**config.mk**
```make
export PLATFORM = sky130hd
export DESIGN_NAME = demux4_router
export DESIGN_NICKNAME = d
export VERILOG_FILES = /design/src/rtl/demux4_router.sv
export SDC_FILE = /design/constraint.sdc
export NUM_CORES = 1
export LEC_CHECK = 0
export ABC_AREA = 0
export BUFFER_PORTS_ARGS = -buffer_cell sky130_fd_sc_hd__buf_2
export CAP_MARGIN = 20
export CORE_MARGIN = 2
export CORE_UTILIZATION = 47
export CTS_CLUSTER_DIAMETER = 80
export CTS_CLUSTER_SIZE = 16
export DETAILED_ROUTE_END_ITERATION = 7
export PLACE_DENSITY = 0.76
export SYNTH_ARGS = -nofsm -noshare
export SYNTH_HDL_FRONTEND = slang
export SYNTH_SLANG_ARGS = --single-unit
export TNS_END_PERCENT = 10
```
**constraint.sdc**
```tcl
create_clock -name clk -period 1.15 [get_ports clk]
set_clock_uncertainty 0.05 [all_clocks]
set_input_delay 0.0575 -clock clk [delete_from_list [all_inputs] [get_ports clk]]
set_output_delay 0.0575 -clock clk [all_outputs]
set_load 0.005 [all_outputs]
```
**src/rtl/demux4_router.sv**
```systemverilog
// demux4_router: routes one input stream to four independent output
// channels. Each channel is a one-entry holding register with a
// registered valid flag and a per-channel delivered-word counter.
module demux4_router #(
  parameter int WIDTH = 4,
  parameter int CNTW  = 8
) (
  input  logic                clk,
  input  logic                reset_n,
  input  logic                in_valid,
  output logic                in_ready,
  input  logic [1:0]          in_sel,
  input  logic [WIDTH-1:0]    in_data,
  output logic [3:0]          out_valid,
  input  logic [3:0]          out_ready,
  output logic [4*WIDTH-1:0]  out_data,
  input  logic                cnt_clr,
  output logic [4*CNTW-1:0]   cnt
);

  typedef enum logic {
    EMPTY = 1'b0,
    FULL  = 1'b1
  } chan_state_e;

  chan_state_e          state_q [4];
  chan_state_e          state_d [4];
  logic [WIDTH-1:0]     data_q  [4];
  logic [WIDTH-1:0]     data_d  [4];
  logic [CNTW-1:0]      cnt_q   [4];
  logic [CNTW-1:0]      cnt_d   [4];

  // Accept when the selected channel is empty or draining this cycle; held
  // low during reset so no handshake can be seen by the source.
  always_comb begin
    in_ready = reset_n & ((state_q[in_sel] == EMPTY) | out_ready[in_sel]);
  end

  // Per-channel next state: a load wins over a drain so that a simultaneous
  // drain and load leaves the channel full with the new word.
  always_comb begin
    for (int k = 0; k < 4; k++) begin
      // NOTE: every output of this block gets a default first, so no path
      // leaves a variable unassigned and no latch is inferred.
      state_d[k] = state_q[k];
      data_d[k]  = data_q[k];
      cnt_d[k]   = cnt_q[k];

      if ((state_q[k] == FULL) && out_ready[k]) begin
        state_d[k] = EMPTY;
        cnt_d[k]   = cnt_q[k] + CNTW'(1);
      end

      if (in_valid && in_ready && (in_sel == 2'(k))) begin
        state_d[k] = FULL;
        data_d[k]  = in_data;
      end

      if (cnt_clr) begin
        cnt_d[k] = '0;
      end
    end
  end

  // Channel state, holding registers and counters.
  always_ff @(posedge clk or negedge reset_n) begin
    if (!reset_n) begin
      for (int k = 0; k < 4; k++) begin
        state_q[k] <= EMPTY;
        // NOTE: the holding registers are reset too, because out_data must
        // read as zero during reset; this is a small register file, not a
        // RAM, so the reset costs nothing structural.
        data_q[k]  <= '0;
        cnt_q[k]   <= '0;
      end
    end else begin
      for (int k = 0; k < 4; k++) begin
        // NOTE: non-blocking assignments here so every register samples
        // the pre-edge values, independent of statement order.
        state_q[k] <= state_d[k];
        data_q[k]  <= data_d[k];
        cnt_q[k]   <= cnt_d[k];
      end
    end
  end

  // Flatten per-channel state onto the packed output ports.
  for (genvar k = 0; k < 4; k++) begin : g_out
    assign out_valid[k]                = (state_q[k] == FULL);
    assign out_data[k*WIDTH +: WIDTH]  = data_q[k];
    assign cnt[k*CNTW +: CNTW]         = cnt_q[k];
  end

endmodule

```
# Word-level counts from Yosys, hierarchy flattened
# Cells that the tools add are included.
[op_classes]
magnitude_cmp = 2
n_mux = 21
eq_ne = 3
addsub = 4
bitwise = 4
reduce_logical = 18
[op_table]
columns = ["operator", "n"]
rows = [
  ["$mux W8", 8],
  ["$add A8 B1 Y8 const B", 4],
  ["$reduce_bool A2 Y1", 8],
  ["$mux W1", 11],
  ["$logic_and A1 B1 Y1", 9],
  ["$bmux W1 S2", 2],
  ["$eq A2 B2 Y1 const B", 2],
  ["$ge A3 B3 Y1 const B", 1],
  ["$lt A2 B3 Y1 const B", 1],
  ["$not A2 Y3", 1],
  ["$eq A2 B1 Y1 const B", 1],
  ["$logic_not A2 Y1", 1],
  ["$and A1 B1 Y1", 1],
  ["$not A1 Y1", 1],
  ["$or A1 B1 Y1", 1],
]
[word_totals]
regBits = 52
in_bits = 14
out_inout_bits = 53
word_cells = 64

# Depth between registers and ports, before layout
# Gate-level depths: netlist of run 1.
[depth]
depth_word = 10
depth_mapped = 4
mapped_depth_nobuf = 4

# Least setup slack after synthesis of run 1
# OpenSTA, ideal clock, no wires.
[synth_timing]
kind = "register to register"
from = "register state_q (netlist bit out_valid[1])"
to = "register data_q (netlist bit out_data[4])"
period_less_slack_ns = 1.334
required_ns = 0.975
setup_slack_ns = -0.184
n_path_buf = 0
setup_ns = 0.125
stages_incl_launch_ff = 4
t_arrival_ns = 1.159
cell_sequence = "dfrtp_1 -> nand2b_1 -> nor3b_2 -> mux2_2"
[synth_via]
elab_chain_len = 8
[synth_lines]
columns = ["item", "line", "text"]
rows = [
  ["from (decl)", "26", "chan_state_e state_q [4];"],
  ["from (signal, indexed assignment)", "80", "state_q[k] <= state_d[k];"],
  ["$bmux W1 S2", "36", "in_ready = reset_n & ((state_q[in_sel] == EMPTY) | out_ready[in_sel]);"],
  ["$mux W1 (implied by the code) (2 in series)", "36", ""],
  ["$not A1 Y1", "36", ""],
  ["$or A1 B1 Y1", "36", ""],
  ["$and A1 B1 Y1", "36", ""],
  ["$logic_and A1 B1 Y1 (2 in series)", "54", "if (in_valid && in_ready && (in_sel == 2'(k))) begin"],
  ["to (signal, indexed assignment)", "81", "data_q[k] <= data_d[k];"],
  ["to (decl)", "28", "logic [WIDTH-1:0] data_q [4];"],
]
# No other way between the ends. The select of a mux whose other input is x is not followed.
# A chain may end at the register's enable or synchronous reset.

# Final worst setup path of run 1
[layout_timing]
from = "register state_q (netlist bit out_valid[0])"
to = "output port in_ready"
[layout_via]
elab_chain_len = 6
[layout_lines]
columns = ["item", "line", "text"]
rows = [
  ["$bmux W1 S2", "36", ""],
  ["$mux W1 (implied by the code) (2 in series)", "36", ""],
  ["$not A1 Y1", "36", ""],
  ["$or A1 B1 Y1", "36", ""],
  ["$and A1 B1 Y1", "36", ""],
  ["to (decl)", "11", "output logic in_ready,"],
]
# No other way between the ends. The select of a mux whose other input is x is not followed.

==> run summary, run 1 <==
The flow ran to the end, but the final reports show violations. The checks that failed: negative hold slack, negative setup slack. Clock-pin slew was measured on the worst setup and hold paths at 90 ps. During synthesis, Yosys emitted a total of 0 warnings. Yosys attributes the largest share of cell area to sky130_fd_sc_hd__dfrtp_1, sky130_fd_sc_hd__mux2_2, sky130_fd_sc_hd__a21oi_1. The first TritonRoute pass finished after 4 iterations. For the total negative slack for setup checks, the log shows -7180 ps.

Along the worst path, the maximum fanout reaches 3. The die covers 5690 sq um. The type of the worst setup path is reg2out. The final hold slack was -160 ps; the post-synthesis cell type count was 26. The run gives 0.00307 W as the internal power. The initial antenna violation count was 1; the total number of vias was 2,256. The worst path buffer plus inverter count was 1. Counting instances in the post-synthesis netlist gives the leading cell types as sky130_fd_sc_hd__dfrtp_1, sky130_fd_sc_hd__a21oi_1, sky130_fd_sc_hd__mux2_2. The number of nets in the synthesized netlist is 237. For the worst-case clock buffer depth, the log shows 2. The part of the total power dissipated in combinational logic is 0.149. The tools report the pin count of the biggest net entering global routing as 44. The actual slew at the worst max-slew pin came out at 530 ps.

After synthesis the cells add up to 2400 sq um. The total of fill cells in the finished design was 352. The peak per-stage delay on the critical path was 470 ps. The cell count after synthesis came out at 219. The worst hold path belongs to the class in2async.

The final layout contains 375 nets. Max-slew violation total from the final report: 0. The kind of cell with the highest combined delay along the critical path is multiplexers. The switching share of power came out at 0.231.

The tools report the aggregate global-route resource usage as 0.217. Dividing the detail-routed wire length by the instance count gives 14.3 um. In the post-synthesis netlist, the cell with the most instances is sky130_fd_sc_hd__dfrtp_1. Clock tree synthesis selected as its root buffer the cell sky130_fd_sc_hd__clkbuf_8. Summed over all nets, the switching power comes to 0.000924 W.

The initial core utilization was 0.497; the number of nets still failing antenna checks after routing was 0. The total DRC errors in the routed layout is 0. Site row count: 25. The final hold violation count came out at 41. The area of the placeable core was 4820 sq um.

The peak ir drop on the vdd network was 1.02 mV; the critical path arrival was 1500 ps. The fraction of the core area covered by cells at the end of the flow was 0.757. The signal on the critical path passes through nand2b_1, mux4_2, and2_4, buf_6. The TritonCTS buffer count was 5; the number of buffers inserted by port buffering was 66. Power comes to 0.00400 W. The clock drives 52 sinks. The via count of the first global-routing pass was 2,164. The async set-or-reset flop fraction in the synthesized netlist works out to 1.00.

In this run the number of H-tree levels came out at 2. For this run, the leading register cell type out of synthesis is sky130_fd_sc_hd__dfrtp_1. The slowest stage of the critical path is the sky130_fd_sc_hd__mux4_2 cell. Setup repair after global routing could not meet its margin everywhere.

The top achievable clock speed is 620 MHz. Max-cap violations in this run came to 0. The biggest area contributor in the post-synthesis netlist is sky130_fd_sc_hd__dfrtp_1. The post-synthesis sequential element count works out to 52. The sequential cell area fraction in the yosys report was 0.543; the sequential power share was 0.511.

The share of final-layout standard cells stronger than drive strength 1 was 0.528. For this block, the initial DRC count from the detailed router was 70. The mean instance size in the synthesized netlist is 10.9 sq um.

The run gives 4130 um as the estimated wirelength of the detail-placed design. Clock latency on the worst-skew pair, taken at its later pin, is 300 ps. Setup violations remaining at the end of the flow were counted as 47. Summing all multi-input logic gate instances after layout gives 1190 sq um. The setup slack at placement was -251 ps. The worst setup path is captured at an output port. For the worst endpoint required time, the log shows 1040 ps.

In this run, post-CTS hold repair placed 6 buffers. The final worst setup slack is -462 ps, and the height of the chip is 75.4 um. The tools report the count of pins on the block boundary as 67. Leakage power summed over all cells: 1.75 nW. The worst-case headroom to the max-slew limit came out at 0.646.

STA classifies the critical path startpoint as a flop. The floorplan step set the die width to 75.4 um. The ratio of final minimum period to clock period is 1.40, and the top-area cell type share of the netlist area is 0.543. For the combined flip-flop and latch cell area, the log shows 1310 sq um.

The minimum period implied by the final worst setup slack is 1610 ps, and the detailed-route vias per instance is 5.30. The clock network fraction of total power is 0.340, and the layout overhead on the synthesized area is 52.1%. At the end of routability-driven placement, the weighted congestion stood at 0.817. The first-pass GRT wire length came out at 9550 um. TritonCTS built the clock tree. The routed wire length was 6090 um. Power spread over the standard cell area amounts to 1100 nW/um^2. The total overflow left after global routing is 0. The synthesized design contains 0 enable-type register cells.
==> layer usage <==
metal	vias up	GRT usage	wire length (um)
li1	1079	-	-
met1	1114	0.291	2670
met2	56	0.364	3030
met3	7	0.0463	314
met4	0	0.0487	68
met5	-	0	0
==> registers in the layout (all words and copies together) (netlist names) <==
name       cells
out_data      16
cnt           32
out_valid      4
==> power groups by stage <==
stage / combinational [W] / clock [W] / sequential [W]
2_1_floorplan: 0.000185 / 0 / 0.00209
3_3_place_gp: 0.000514 / 0 / 0.00208
3_5_place_dp: 0.000531 / 0 / 0.00208
4_1_cts: 0.000580 / 0.00138 / 0.00204
5_1_grt: 0.000654 / 0.00146 / 0.00206
6_report: 0.000596 / 0.00136 / 0.00204
==> cell families (layout without fill, tap and decap cells) <==
kind of cell	Yosys count	after routing	share of synthesized area
flip-flops	52	52	0.543
buffers and inverters	12	151	0.0188
adder cells (fa/ha/maj)	4	4	0.0209
AO/OA/AOI/OAI	42	42	0.0961
multiplexers	19	19	0.0940
other	0	1	0
XOR/XNOR	8	8	0.0292
AND/OR/NAND/NOR	82	82	0.198
==> timing repair <==
action | CTS | global route
endpoints found under the setup margin | 38 | 48
setup buffers | 4 | 6
endpoints found under the hold margin | 69 | 41
pin swaps | 11 | 7
gates resized for setup | 12 | 24
==> cells in the final DEF, fill, tap and decap left out, types with 2 or more instances in the layout <==
cell,synthesis,routed
sky130_fd_sc_hd__nand4_2,3,2
sky130_fd_sc_hd__clkbuf_8,0,7
sky130_fd_sc_hd__nor2b_1,2,2
sky130_fd_sc_hd__ha_1,4,2
sky130_fd_sc_hd__or3_4,0,2
sky130_fd_sc_hd__a21oi_1,22,13
sky130_fd_sc_hd__or4_1,7,5
sky130_fd_sc_hd__dfrtp_2,0,4
sky130_fd_sc_hd__dfrtp_1,52,48
sky130_fd_sc_hd__buf_2,0,65
sky130_fd_sc_hd__mux2_4,0,3
sky130_fd_sc_hd__or4_4,0,2
sky130_fd_sc_hd__mux2_2,18,15
sky130_fd_sc_hd__nor2_1,10,10
sky130_fd_sc_hd__buf_4,0,55
sky130_fd_sc_hd__and3_1,4,3
sky130_fd_sc_hd__or3_1,10,8
sky130_fd_sc_hd__dlygate4sd3_1,0,6
sky130_fd_sc_hd__inv_1,8,7
sky130_fd_sc_hd__nand4_1,8,8
sky130_fd_sc_hd__nand3_1,13,11
sky130_fd_sc_hd__buf_6,0,8
sky130_fd_sc_hd__nand2b_1,4,4
sky130_fd_sc_hd__o31ai_1,8,7
sky130_fd_sc_hd__a21oi_2,0,9
sky130_fd_sc_hd__xnor2_1,7,6
sky130_fd_sc_hd__nand2_1,15,15
sky130_fd_sc_hd__o21ai_0,12,12
==> metrics by stage <==
stage / hold WS, ps / cell area (sq um) / instances
detailed placement: 2.32 / 3240 / 402
global route: -116 / 3640 / 426
CTS: -147 / 3510 / 420
finish: -160 / 3640 / 426
global placement: -12.1 / 3240 / 402
floorplan: -288 / 2420 / 219
==> area by class of cell <==
class	count	share of cell area
Clock buffer	7	0.0264
Sequential cell	52	0.358
Multi-Input combinational cell	155	0.326
Inverter	8	0.00824
Clock inverter	1	0.00824
Antenna cell	1	0.000687
Tap cell	67	0.0230
Timing Repair Buffer	135	0.249
==> path summary, 6_finish.rpt <==
path | from | to | slack (ps) | cells past startpoint
max reg2reg | out_valid[3]$_DFFE_PN0P_ | cnt[27]$_DFFE_PN0P_ | -350 | 6
max in group asynchronous | reset_n | out_data[7]$_DFFE_PN0P_ | 380 | 3
min reg2reg | out_data[10]$_DFFE_PN0P_ | out_data[10]$_DFFE_PN0P_ | 460 | 1
min | reset_n | cnt[17]$_DFFE_PN0P_ | -160 | 2
min in group clk | in_sel[1] | out_valid[1]$_DFFE_PN0P_ | 20 | 2
max | out_valid[0]$_DFFE_PN0P_ | in_ready | -460 | 4
No activity file was read; power rests on OpenSTA's default activity.
==> inputs of run 2 (changes only) <==
CORE_MARGIN = 1.5   (was 2)
==> run summary, run 2 (same netlist as run 1, synthesis figures left out) <==
The flow ran to the end, but the final reports show violations. Violated checks: negative hold slack, negative setup slack (unchanged). The routed wire length is 6000 um (was 6090 um), and the hold buffer count at cts is 6 (unchanged). The worst path buffer plus inverter count was 1 (unchanged); the violation count after the first detailed-routing iteration was 96 (was 70).

The ratio of final minimum period to clock period came out at 1.38 (was 1.40). The run gives 0.605 (was 0.646) as the worst-case headroom to the max-slew limit. The number of nets still failing antenna checks after routing came out at 0 (unchanged). Clock-pin slew of the registers on the worst-case setup and hold paths: 90 ps (about the same).

The tools report the final worst setup slack as -442 ps (was -462 ps). The final hold slack was -181 ps (was -160 ps); the antenna diode instance count was 0 (was 1). Floorplan die width: 74.4 um (was 75.4 um). The buffer type at the clock tree root is sky130_fd_sc_hd__clkbuf_8 (unchanged). Nature of the critical path endpoint: an output port (unchanged).

Actual slew at the worst max-slew pin: 590 ps (was 530 ps). Commonest cells after routing, fill and taps aside: sky130_fd_sc_hd__buf_2, sky130_fd_sc_hd__buf_4, sky130_fd_sc_hd__dfrtp_1 (unchanged). Setup repair after global routing could not meet its margin everywhere. The max-slew violation total from the final report came out at 0 (unchanged). The overall power of the completed layout was 0.00389 W (was 0.00400 W); the flip-flop count of the largest register, all copies and words added was 32 (unchanged). The tools report the worst-case clock buffer depth as 2 (unchanged).

Peak ir drop on the vdd network: 1.15 mV (was 1.02 mV). For the site row count, the log shows 25 (unchanged). The logs give 4820 sq um (unchanged) for the area of the placeable core and 5540 sq um (was 5690 sq um) for the area enclosed by the die boundary. Per-cell routed wire length: 14.0 um (was 14.3 um). The minimum period implied by the final worst setup slack was 1590 ps (was 1610 ps).

The logs give 38 (was 41) for the final hold violation count and 0 (unchanged) for the global-route congestion overflow total. The setup violation total in the final timing report was 46 (was 47). Cell family contributing the most delay on the critical path: multiplexers (unchanged). The total DRC errors in the routed layout was 0 (unchanged). The clock insertion delay at the later pin of the skew report was 300 ps (about the same). The run gives 67 (unchanged) as the count of pins on the block boundary. The detailed-route vias per instance was 5.19 (was 5.30); the leakage power summed over all cells was 1.78 nW (was 1.75 nW).

The peak per-stage delay on the critical path is 460 ps (was 470 ps). The estimated wirelength of the detail-placed design is 4220 um (was 4130 um), and the initial antenna violation count is 0 (was 1). Type of the most critical hold path: in2async (unchanged). The layout overhead on the synthesized area was 56.0% (was 52.1%); the total number of vias was 2,218 (was 2,256).

The share of final-layout standard cells stronger than drive strength 1 was 0.547 (was 0.528). For the TritonCTS buffer count, the log shows 5 (unchanged). Kind of launch point of the worst setup path: a flop (unchanged). The total of fill cells in the finished design is 323 (was 352). Chain of cells forming the critical path: nand2b_1, mux4_2, and2_4, buf_6 (unchanged). The depth of the CTS H-tree came out at 2 (unchanged). TritonCTS built the clock tree.

The tools report the final layout net count as 377 (was 375). The number of cells in the design after placement is 405 (was 402), and the worst-path maximum fanout is 3 (unchanged). The power per unit of standard cell area works out to 1040 nW/um^2 (was 1100 nW/um^2). The logs give 41 (was 44) for the pin count of the biggest net entering global routing and 9470 um (was 9550 um) for the first-pass GRT wire length. The final weighted congestion of routability-driven global placement is 0.830 (was 0.817). The logs give 1480 ps (was 1500 ps) for the critical path arrival and 4 (unchanged) for the number of iterations in the first detailed-routing pass. The number of sinks driven by the clock tree is 52 (unchanged). The initial core utilization was 0.497 (unchanged). Top achievable clock speed: 628 MHz (was 620 MHz). The tools report the number of maximum-capacitance constraint violations as 0 (unchanged).

The via count of the first global-routing pass is 2,187 (was 2,164). The cell with the largest stage delay on the worst path is sky130_fd_sc_hd__mux4_2 (unchanged). The count of placed standard cells in the final layout, fillers left out was 427 (was 426). The commonest non-fill, non-tap cell in the layout is sky130_fd_sc_hd__buf_2 (unchanged). The number of buffers inserted by port buffering was 66 (unchanged); the worst endpoint required time was 1040 ps (about the same). The aggregate global-route resource usage came out at 0.222 (was 0.217). The type of the worst setup path is reg2out (unchanged). The tools report the setup slack at placement as -246 ps (was -251 ps). Height of the chip: 74.4 um (was 75.4 um).
==> run 2: cell types whose count changed in the layout (fill, tap and decap cells not counted), sizes merged <==
cell | before | now
clkbuf | 7 | 5
diode | 1 | 0
buf | 129 | 131
clkinv | 0 | 1
clkinvlp | 0 | 1
==> run 2: layout make-up <==
| type | instances | area, sq um | area share |
|---|---|---|---|
| clock buffer | 5 | 68.8 | 0.0184 |
| tap | 67 | 83.8 | 0.0224 |
| clock inverter | 3 | 42.5 | 0.0114 |
| timing repair buffer | 137 | 975 | 0.261 |
| inverter | 8 | 30.0 | 0.00803 |
| sequential | 52 | 1310 | 0.349 |
| multi-input combinational | 155 | 1230 | 0.330 |
==> run 2: per-layer routing <==
layer  up-vias  global-route usage  part of all wire
met5         -                   0                 0
met2        48               0.400              0.52
met3         4              0.0393             0.042
met4         0              0.0606            0.0087
li1       1083                   -                 -
met1      1083               0.275              0.43
==> run 2: worst paths after layout <==
check	end	slack, ps	from	cells after the start
max	in_ready	-440	out_valid[1]$_DFFE_PN0P_	4
min	cnt[26]$_DFFE_PN0P_	-180	reset_n	2
max reg2reg	cnt[14]$_DFFE_PN0P_	-230	out_valid[1]$_DFFE_PN0P_	5
min reg2reg	out_data[3]$_DFFE_PN0P_	460	out_data[3]$_DFFE_PN0P_	1
max in group asynchronous	out_data[5]$_DFFE_PN0P_	290	reset_n	3
min in group clk	cnt[25]$_DFFE_PN0P_	10	out_ready[3]	3
==> run 2: per-stage QoR <==
stage	util	setup TNS [ps]	area (sq um)	hold slack [ps]
detailed placement	0.677	-5690	3260	4.23
global placement	0.677	-4290	3260	11.8
global route	0.776	-8210	3740	-122
CTS	0.748	-6020	3600	-173
floorplan	-	-3280	2420	-288
finish	0.776	-5710	3740	-181
==> run 2: report_power, final <==
group | total (W) | internal, W | switching [W]
combinational | 0.000620 | 0.000350 | 0.000269
clock | 0.00122 | 0.000644 | 0.000580
sequential | 0.00205 | 0.00197 | 0.0000816
total | 0.00389 | 0.00296 | 0.000931
==> run 2: repair_timing <==
action,CTS,global route
gates resized for setup,27,30
endpoints found under the hold margin,68,38
pin swaps,17,11
buffers inserted,5,5
setup endpoints to repair,40,56
==> inputs of run 3 (changes only) <==
RECOVER_POWER = 100   (was not set)
==> run summary, run 3 (same netlist as run 1, synthesis figures left out) <==
The flow ran to the end, but the final reports show violations. Violated checks: negative hold slack, negative setup slack (unchanged). The type of the most critical hold path is in2async (unchanged). The power per unit of standard cell area is 1040 nW/um^2 (about the same), and the total negative slack for setup checks is -5710 ps (about the same). For the routed wire length, the log shows 6000 um (about the same).

The floorplan die width was 74.4 um (unchanged). Nature of the critical path endpoint: an output port (unchanged). The tools report the via count of the first global-routing pass as 2,187 (unchanged).

The tools report the area of the placeable core as 4820 sq um (unchanged). Commonest cells after routing, fill and taps aside: sky130_fd_sc_hd__buf_2, sky130_fd_sc_hd__buf_4, sky130_fd_sc_hd__dfrtp_1 (unchanged). The aggregate global-route resource usage was 0.222 (unchanged); the worst-path maximum fanout was 3 (unchanged).

The actual slew at the worst max-slew pin came out at 590 ps (about the same). The finished layout cell area came out at 3740 sq um (about the same). The tools report the depth of the CTS H-tree as 2 (unchanged). Overall power of the completed layout: 0.00389 W (about the same).

The flip-flop count of the largest register, all copies and words added works out to 32 (unchanged). The setup violation total in the final timing report came out at 46 (unchanged). The hold buffer count at cts is 6 (unchanged), and the final layout net count is 377 (unchanged).

The tools report the global-route congestion overflow total as 0 (unchanged). The number of cells on the critical path is 4 (unchanged). The worst-case headroom to the max-slew limit is 0.605 (about the same). The leakage power summed over all cells was 1.77 nW (was 1.78 nW); the critical path arrival was 1480 ps (about the same). For the top achievable clock speed, the log shows 628 MHz (about the same). The cell family contributing the most delay on the critical path is multiplexers (unchanged). The type of the worst setup path was reg2out (unchanged). Per-cell routed wire length: 14.0 um (about the same). The run gives 2 (unchanged) as the worst-case clock buffer depth. The capturing instance or port of the critical path was in_ready (unchanged). TritonCTS built the clock tree.

The detailed-route vias per instance was 5.20 (was 5.19); the peak ir drop on the vdd network was 1.15 mV (about the same). The run gives 0.497 (unchanged) as the initial core utilization. The cell with the largest stage delay on the worst path was sky130_fd_sc_hd__mux4_2 (unchanged). The depth of the worst register-to-register path is 5 (unchanged).

The buffer type at the clock tree root is sky130_fd_sc_hd__clkbuf_8 (unchanged). The final hold slack is -97.1 ps (was -181 ps). The commonest non-fill, non-tap cell in the layout was sky130_fd_sc_hd__buf_2 (unchanged).

The area enclosed by the die boundary came out at 5540 sq um (unchanged). Instance area at placement: 3260 sq um (unchanged). The share of final-layout standard cells stronger than drive strength 1 works out to 0.544 (was 0.547). For the number of maximum-capacitance constraint violations, the log shows 0 (unchanged).

The tools report the worst reg-to-reg setup slack as -230 ps (about the same). Minimum period implied by the final worst setup slack: 1590 ps (about the same). Peak per-stage delay on the critical path: 460 ps (about the same).

The total number of vias was 2,222 (was 2,218); the number of sinks driven by the clock tree was 52 (unchanged). The tools report the end of the worst register-to-register path as cnt[14]$_DFFE_PN0P_ (unchanged). The number of iterations in the first detailed-routing pass came out at 4 (unchanged). The clock-pin slew of the registers on the worst-case setup and hold paths was 90 ps (about the same); the ratio of final minimum period to clock period was 1.38 (about the same).

Chain of cells forming the critical path: nand2b_1, mux4_2, and2_4, buf_6 (unchanged). The run gives 0.830 (unchanged) as the final weighted congestion of routability-driven global placement. The kind of launch point of the worst setup path was a flop (unchanged).

The worst path buffer plus inverter count was 1 (unchanged); the total of fill cells in the finished design was 324 (was 323). The final hold violation count is 38 (unchanged). The run gives 9470 um (unchanged) as the first-pass GRT wire length. Startpoint of the most critical setup path: out_valid[1]$_DFFE_PN0P_ (unchanged).

The estimated wirelength of the detail-placed design came out at 4220 um (unchanged). The count of pins on the block boundary came out at 67 (unchanged). The number of buffers inserted by port buffering came out at 66 (unchanged). The pin count of the biggest net entering global routing came out at 41 (unchanged). TritonCTS buffer count: 5 (unchanged). The layout overhead on the synthesized area came out at 56.0% (about the same). The violation count after the first detailed-routing iteration came out at 86 (was 96). The worst endpoint required time was 1040 ps (about the same); the total DRC errors in the routed layout was 0 (unchanged). The max-slew violation total from the final report is 0 (unchanged). The startpoint of the worst-slack reg-to-reg timing path is out_valid[1]$_DFFE_PN0P_ (unchanged). The height of the chip came out at 74.4 um (unchanged).

The tools report the number of nets still failing antenna checks after routing as 0 (unchanged). The site row count is 25 (unchanged). Setup repair after global routing could not meet its margin everywhere. The initial antenna violation count came out at 0 (unchanged). The clock insertion delay at the later pin of the skew report is 300 ps (about the same). The tools report the final worst setup slack as -442 ps (about the same). The tools report the antenna diode instance count as 0 (unchanged).
-- run 3: cell types whose count changed in the layout (fill, tap and decap cells not counted), sizes merged --
cell | previous run | this run
buf | 131 | 130
clkbuf | 5 | 6
-- run 3: stage by stage --
stage | hold WS, ps | util | setup slack, ps | instances
final | -97.1 | 0.776 | -442 | 427
after floorplan | -288 | - | -156 | 219
after detailed placement | 4.23 | 0.677 | -246 | 405
after global placement | 11.8 | 0.677 | -195 | 405
after global routing | -14.7 | 0.776 | -498 | 427
after CTS | -173 | 0.748 | -444 | 424
-- run 3: repair_timing --
action,in CTS,in global routing
pin swaps,17,11
setup buffers,5,5
setup endpoints to repair,40,56
endpoints found under the hold margin,68,38
gates resized for setup,27,30
-- run 3: cell type report --
class                      instances  area [sq um]  area share
sequential                        52          1310       0.350
multi-input combinational        155          1230       0.330
timing repair buffer             137           973       0.260
tap                               67          83.8      0.0224
clock buffer                       5          68.8      0.0184
clock inverter                     3          42.5      0.0114
inverter                           8          30.0     0.00803
-- run 3: how the worst min path moves through the flow --
stage / start / endpoint / slack [ps] / cells after the start
after floorplan: reset_n / cnt[0]$_DFFE_PN0P_ / -290 / 0
after detailed placement: reset_n / out_valid[1]$_DFFE_PN0P_ / 4 / 2
after CTS: reset_n / cnt[24]$_DFFE_PN0P_ / -170 / 2
after global placement: reset_n / out_valid[1]$_DFFE_PN0P_ / 10 / 2
after global routing: reset_n / cnt[8]$_DFFE_PN0P_ / -10 / 2
final: reset_n / cnt[26]$_DFFE_PN0P_ / -100 / 2
-- run 3: power breakdown --
part	switching [W]	internal (W)
logic	0.000269	0.000350
registers	0.0000814	0.00197
clock network	0.000581	0.000644
-- run 3: layer usage --
metal | wire length (um) | vias up | track usage
li1 | - | 1084 | -
met1 | 2560 | 1082 | 0.275
met2 | 3130 | 52 | 0.400
met3 | 258 | 4 | 0.0393
met4 | 52 | 0 | 0.0606
met5 | 0 | - | 0
